==> src/rtl/cache_req_arbiter.sv <==
// Round-robin front end for the shared L1/L2 cache read port: one lookup at a time,
// latency shaped by hit class, tagged response plus saturating hit/miss statistics.
module cache_req_arbiter #(
    parameter int ADDR_WIDTH = 11,
    parameter int DATA_WIDTH = 11,
    parameter int L2_LAT     = 4,
    parameter int MEM_LAT    = 12,
    parameter int CNT_WIDTH  = 16
) (
    input  logic                  clk,
    input  logic                  rst,
    input  logic                  req0_valid,
    input  logic [ADDR_WIDTH-1:0] req0_addr,
    output logic                  req0_ready,
    input  logic                  req1_valid,
    input  logic [ADDR_WIDTH-1:0] req1_addr,
    output logic                  req1_ready,
    output logic                  resp_valid,
    output logic                  resp_id,
    output logic [DATA_WIDTH-1:0] resp_data,
    output logic [1:0]            resp_class,
    output logic [ADDR_WIDTH-1:0] cache_addr,
    output logic                  cache_read,
    input  logic [DATA_WIDTH-1:0] cache_read_data,
    input  logic                  cache_l1_hit,
    input  logic                  cache_l2_hit,
    output logic                  busy,
    output logic [CNT_WIDTH-1:0]  l1_hits,
    output logic [CNT_WIDTH-1:0]  l2_hits,
    output logic [CNT_WIDTH-1:0]  misses
);

    localparam int MAX_LAT = (L2_LAT > MEM_LAT) ? L2_LAT : MEM_LAT;
    localparam int WAIT_W  = (MAX_LAT < 2) ? 1 : $clog2(MAX_LAT + 1);

    localparam logic [1:0]           CLS_L1   = 2'b00;
    localparam logic [1:0]           CLS_L2   = 2'b01;
    localparam logic [1:0]           CLS_MISS = 2'b10;
    localparam logic [CNT_WIDTH-1:0] CNT_MAX  = '1;
    localparam logic [WAIT_W-1:0]    L2_W     = WAIT_W'(L2_LAT);
    localparam logic [WAIT_W-1:0]    MEM_W    = WAIT_W'(MEM_LAT);

    typedef enum logic [2:0] {IDLE, ISSUE, SAMPLE, WAIT, RESP} state_e;

    state_e                state_q, state_d;
    logic                  prio_q, prio_d;
    logic                  id_q, id_d;
    logic [ADDR_WIDTH-1:0] addr_q, addr_d;
    logic                  resp_id_q, resp_id_d;
    logic [DATA_WIDTH-1:0] resp_data_q, resp_data_d;
    logic [1:0]            resp_class_q, resp_class_d;
    logic [WAIT_W-1:0]     wait_q, wait_d;
    logic [CNT_WIDTH-1:0]  l1_q, l1_d, l2_q, l2_d, miss_q, miss_d;
    logic                  grant_id;
    logic                  can_accept;

    // With both requesters pending prio decides; otherwise the lone requester wins.
    assign grant_id   = (req0_valid && req1_valid) ? prio_q : req1_valid;
    assign can_accept = (state_q == IDLE) && !rst;
    assign req0_ready = can_accept && req0_valid && !grant_id;
    assign req1_ready = can_accept && req1_valid && grant_id;

    // NOTE: every variable gets its hold value first, so no path through the case infers a latch.
    always_comb begin
        state_d      = state_q;
        prio_d       = prio_q;
        id_d         = id_q;
        addr_d       = addr_q;
        resp_id_d    = resp_id_q;
        resp_data_d  = resp_data_q;
        resp_class_d = resp_class_q;
        wait_d       = wait_q;
        l1_d         = l1_q;
        l2_d         = l2_q;
        miss_d       = miss_q;
        unique case (state_q)
            IDLE: begin
                if (req0_ready || req1_ready) begin
                    id_d    = grant_id;
                    addr_d  = grant_id ? req1_addr : req0_addr;
                    state_d = ISSUE;
                end
            end
            ISSUE: state_d = SAMPLE;
            SAMPLE: begin
                resp_data_d = cache_read_data;
                resp_id_d   = id_q;
                if (cache_l1_hit) begin
                    resp_class_d = CLS_L1;
                    state_d      = RESP;
                end else if (cache_l2_hit) begin
                    resp_class_d = CLS_L2;
                    wait_d       = L2_W;
                    state_d      = (L2_LAT == 0) ? RESP : WAIT;
                end else begin
                    resp_class_d = CLS_MISS;
                    wait_d       = MEM_W;
                    state_d      = (MEM_LAT == 0) ? RESP : WAIT;
                end
            end
            WAIT: begin
                // Leaving on a count of 1 makes WAIT last exactly the loaded number of cycles.
                if (wait_q == WAIT_W'(1)) state_d = RESP;
                else                      wait_d  = wait_q - WAIT_W'(1);
            end
            RESP: begin
                unique case (resp_class_q)
                    CLS_L1:  if (l1_q != CNT_MAX) l1_d = l1_q + CNT_WIDTH'(1);
                    CLS_L2:  if (l2_q != CNT_MAX) l2_d = l2_q + CNT_WIDTH'(1);
                    default: if (miss_q != CNT_MAX) miss_d = miss_q + CNT_WIDTH'(1);
                endcase
                prio_d  = ~id_q;
                state_d = IDLE;
            end
            default: state_d = IDLE;
        endcase
    end

    // NOTE: sequential state uses non-blocking assignments so every flop samples pre-edge values.
    always_ff @(posedge clk or posedge rst) begin
        if (rst) begin
            state_q      <= IDLE;
            prio_q       <= 1'b0;
            id_q         <= 1'b0;
            addr_q       <= '0;
            resp_id_q    <= 1'b0;
            resp_data_q  <= '0;
            resp_class_q <= CLS_L1;
            wait_q       <= '0;
            l1_q         <= '0;
            l2_q         <= '0;
            miss_q       <= '0;
        end else begin
            state_q      <= state_d;
            prio_q       <= prio_d;
            id_q         <= id_d;
            addr_q       <= addr_d;
            resp_id_q    <= resp_id_d;
            resp_data_q  <= resp_data_d;
            resp_class_q <= resp_class_d;
            wait_q       <= wait_d;
            l1_q         <= l1_d;
            l2_q         <= l2_d;
            miss_q       <= miss_d;
        end
    end

    assign cache_read = (state_q == ISSUE);
    assign resp_valid = (state_q == RESP);
    assign busy       = (state_q != IDLE);
    assign cache_addr = addr_q;
    assign resp_id    = resp_id_q;
    assign resp_data  = resp_data_q;
    assign resp_class = resp_class_q;
    assign l1_hits    = l1_q;
    assign l2_hits    = l2_q;
    assign misses     = miss_q;

endmodule

==> config.mk <==
export PLATFORM = sky130hd
export DESIGN_NAME = cache_req_arbiter
export DESIGN_NICKNAME = d
export VERILOG_FILES = /design/src/rtl/cache_req_arbiter.sv
export SDC_FILE = /design/constraint.sdc
export NUM_CORES = 1
export LEC_CHECK = 0
export CAP_MARGIN = 20
export CORE_MARGIN = 2
export CORE_UTILIZATION = 43
export CTS_CLUSTER_DIAMETER = 30
export DETAILED_ROUTE_END_ITERATION = 7
export PLACE_DENSITY = 0.77
export SLEW_MARGIN = 15
export SYNTH_ARGS = -nofsm -noshare
export SYNTH_HDL_FRONTEND = slang
export SYNTH_SLANG_ARGS = --single-unit
==> constraint.sdc <==
create_clock -name clk -period 2.8 [get_ports clk]
set_clock_uncertainty 0.15 [all_clocks]
set_input_delay 0.42 -clock clk [delete_from_list [all_inputs] [get_ports clk]]
set_output_delay 0.42 -clock clk [all_outputs]
set_load 0.005 [all_outputs]
==> results.txt <==
Status: finished, final reports clean
Final period utilization: 0.9597
Max-cap violations: 0
Vias in the first global route: 3178
Critical Path RT: 2.23 ns
Drt first pass iters: 5
DRC violations left: 0
Multiplexer share of the synthesized area: 0.07426
Vias: 3117
Ys Warns: 0
Cts repair resizes: 0
CP Class: reg2out
Yosys top cell by area: dfrtp_1
Slowest cell delay on critical path: 0.62 ns
Setup repair after global routing missed its margin: no
Fraction of registers with async set/reset: 1.000
Hold bufs inserted after CTS: 0
Core Region: 8763 um^2
Pleak: 2.388 nW
Synth Area per Inst: 11.04 um^2
Largest family of logic cells by synthesized area: simple AND/OR/NAND/NOR gates
Setup Viol. Count Final: 0
Dpl cell area: 5250 um^2
Ant diodes: 0
Top-count cell post-synth: dfrtp_1
IO Pins: 117
Post-synthesis compound-gate area fraction: 0.06594
Clock latency on the worst-skew pair: 0.35 ns
Initial antenna violation count: 0
CTS clk-pin slew, worst paths: 0.08 ns
VDD IR max: 0.4512 mV
Crit path time final: 2.687 ns
Fmax: 0.3721 GHz
Register area share after synthesis: 0.5250
Synth area leaders: dfrtp_1, xor2_1, mux2_2
# H-tree levels: 3
Most frequent cells after synthesis: dfrtp_1, xor2_1, nor2_1, nand3_1, a21oi_1
Number of synthesized flops with an enable pin: 0
Post-Synthesis Cells: 354
Std-Cell Rows: 34
CTS Buf Count: 9
Worst Hold Class: reg2reg
Final hold vios: 0
R2R depth: 4
DP Wirelength: 6.513 mm
Tightest Pin Transition: 0.7801 ns
Pin count of the biggest net entering global routing: 37
Via density: 5.265
Worst r2r src: state_q[0]
Chip height: 99.34 um
CTS tree: built
Global-route wire length before repair: 14.83 mm
CTS root buf: clkbuf_8
Post-route ant nets: 0
Top-area cell type share of the netlist area: 0.5250
FF-to-FF End: l2_hits[9]
Hold EP: prio_q
Buf+Inv Stages, Crit Path: 1
Initial Util: 0.4460
Final wirelength: 8.807 mm
Netlist cell types: 47
Buffers on Ports: 116
Net count, final: 523
GR Util All Layers: 0.1855
Gr ovfl total: 0
Post-CTS setup buffer count: 0
Worst Hold Launch: id_q
Max Slew Vio Count: 0
Die Span X: 99.34 um
Sequential cell area: 2052 um^2
Routability congestion estimate: 0.7802
Synth Net Count: 398
WL per Instance: 14.88 um
Share of cells above drive strength 1: 0.1157
PD cells: 716.0 nW/um^2
Critical path's slowest cell: or4_1
Simple-gate portion of the synthesized area: 0.1997
Layout fillers: 748
Synth Area in XOR/XNOR: 0.09635
Max-Slew Margin vs Limit: 0.4751
Full die area: 9868 um^2
Critical path, cell by cell: or4_1, nor2_1, clkdlybuf4s50_1
Worst path top cell family by delay: simple AND/OR/NAND/NOR gates
Crit path launch type: flip-flop
WHS Path Cells: 1
Yosys reg bits: 82
Worst EP arrival: 2.12 ns
Final Instance Area: 5455 um^2
TNS Setup: 0 ns
Clock buffer depth: 2
Post-Synthesis Cell Area: 3909 um^2
Reg-to-reg slack, setup: 0.36 ns
P&R area growth vs syn: 39.56%
Iteration-0 DRC Markers: 107
Setup crit end kind: output port
Main synth FF type: dfrtp_1
Crit path max fanout: 12
Clk sink count: 82
Adder-cell area share of the yosys netlist: 0.01601
Footprint of the multi-input gates: 1768 um^2
## through the flow
step                      setup WS (ns)    util  hold WS [ns]  power [mW]  cells
after floorplan                  0.1216       -        0.2671       2.301    354
after global placement           0.2103  0.5991        0.2694       3.012    576
after detailed placement         0.2197  0.5991        0.3011       3.064    576
after CTS                       0.08033  0.6225        0.3258       3.965    592
after global routing           0.007646  0.6225        0.3722       4.172    592
final                            0.1128  0.6225        0.3219       3.906    592
## logic make-up (layout without fill, tap and decap cells)
group,after synthesis,count (layout)
AOI/OAI and AO/OA,41,41
muxes,27,27
adders and majority gates,5,5
buffers and inverters,23,153
DFF,82,82
xor gates and xnor gates,43,43
and+or+nand+nor,133,133
## cell type report
type,instances,area share
Inverter,10,0.007110
Clock inverter,4,0.009174
Timing Repair Buffer,127,0.2303
Multi-Input combinational cell,249,0.3241
Clock buffer,12,0.02844
Sequential cell,82,0.3761
Tap cell,108,0.02477
## sequential cells by signal, indices dropped and copies added, names as in the netlist
signal,count
l2_hits,16
wait_q,4
cache_addr,11
l1_hits,16
state_q,3
resp_id,1
prio_q,1
resp_data,11
id_q,1
misses,16
resp_class,2
## routing by layer
layer	vias up	GRT usage	wire (um)
li1	1520	-	-
met1	1503	0.2313	3756
met2	84	0.3015	4285
met3	10	0.06535	673
met4	0	0.06322	91
met5	-	0	0
## cell usage in the layout (no fill, tap or decap), types with 2 or more instances in the layout
cell / n
or3_1: 3
xnor2_1: 12
inv_1: 9
ha_1: 5
clkinv_2: 2
clkinvlp_4: 2
o2111ai_1: 2
clkbuf_8: 11
nand3_1: 23
nor4b_2: 2
nor3b_1: 3
nand4_1: 10
xor2_1: 31
o21ai_0: 5
or4_1: 3
buf_4: 10
nor4_1: 7
dfrtp_1: 82
nand2_1: 16
a211oi_2: 2
nand4b_1: 2
clkdlybuf4s50_1: 116
mux2_2: 16
or2_2: 3
and4_1: 3
o31ai_1: 2
a31oi_1: 4
nor4_2: 3
a21oi_1: 18
nor2_1: 24
and3_1: 4
a211oi_1: 2
mux2i_1: 11
nor3_1: 17
## worst register-to-register path: stages, from the launching register on
cell	delay, ns
dfrtp_1	0.49
or4b_4	0.62
or4_1	0.68
a211oi_2	0.27
xor2_1	0.16
## where the power goes
part / switching [mW] / leakage [nW] / total [mW] / internal [mW]
registers: 0.272 / 1.06 / 1.74 / 1.47
logic: 0.486 / 1.23 / 1.29 / 0.799
clock network: 0.418 / 0.0986 / 0.878 / 0.460
total: 1.18 / 2.39 / 3.91 / 2.73
## worst max path at each step
stage                           from       endpoint  slack (ns)  cells after the start
after global routing      state_q[0]     req0_ready       0.008                      3
after floorplan                  rst  cache_addr[0]        0.12                      1
final                     state_q[0]     req0_ready        0.11                      3
after detailed placement         rst     req0_ready        0.22                      4
after global placement           rst     req0_ready        0.21                      4
after CTS                 state_q[0]     req0_ready        0.08                      3
No activity file was read; power rests on OpenSTA's default activity.
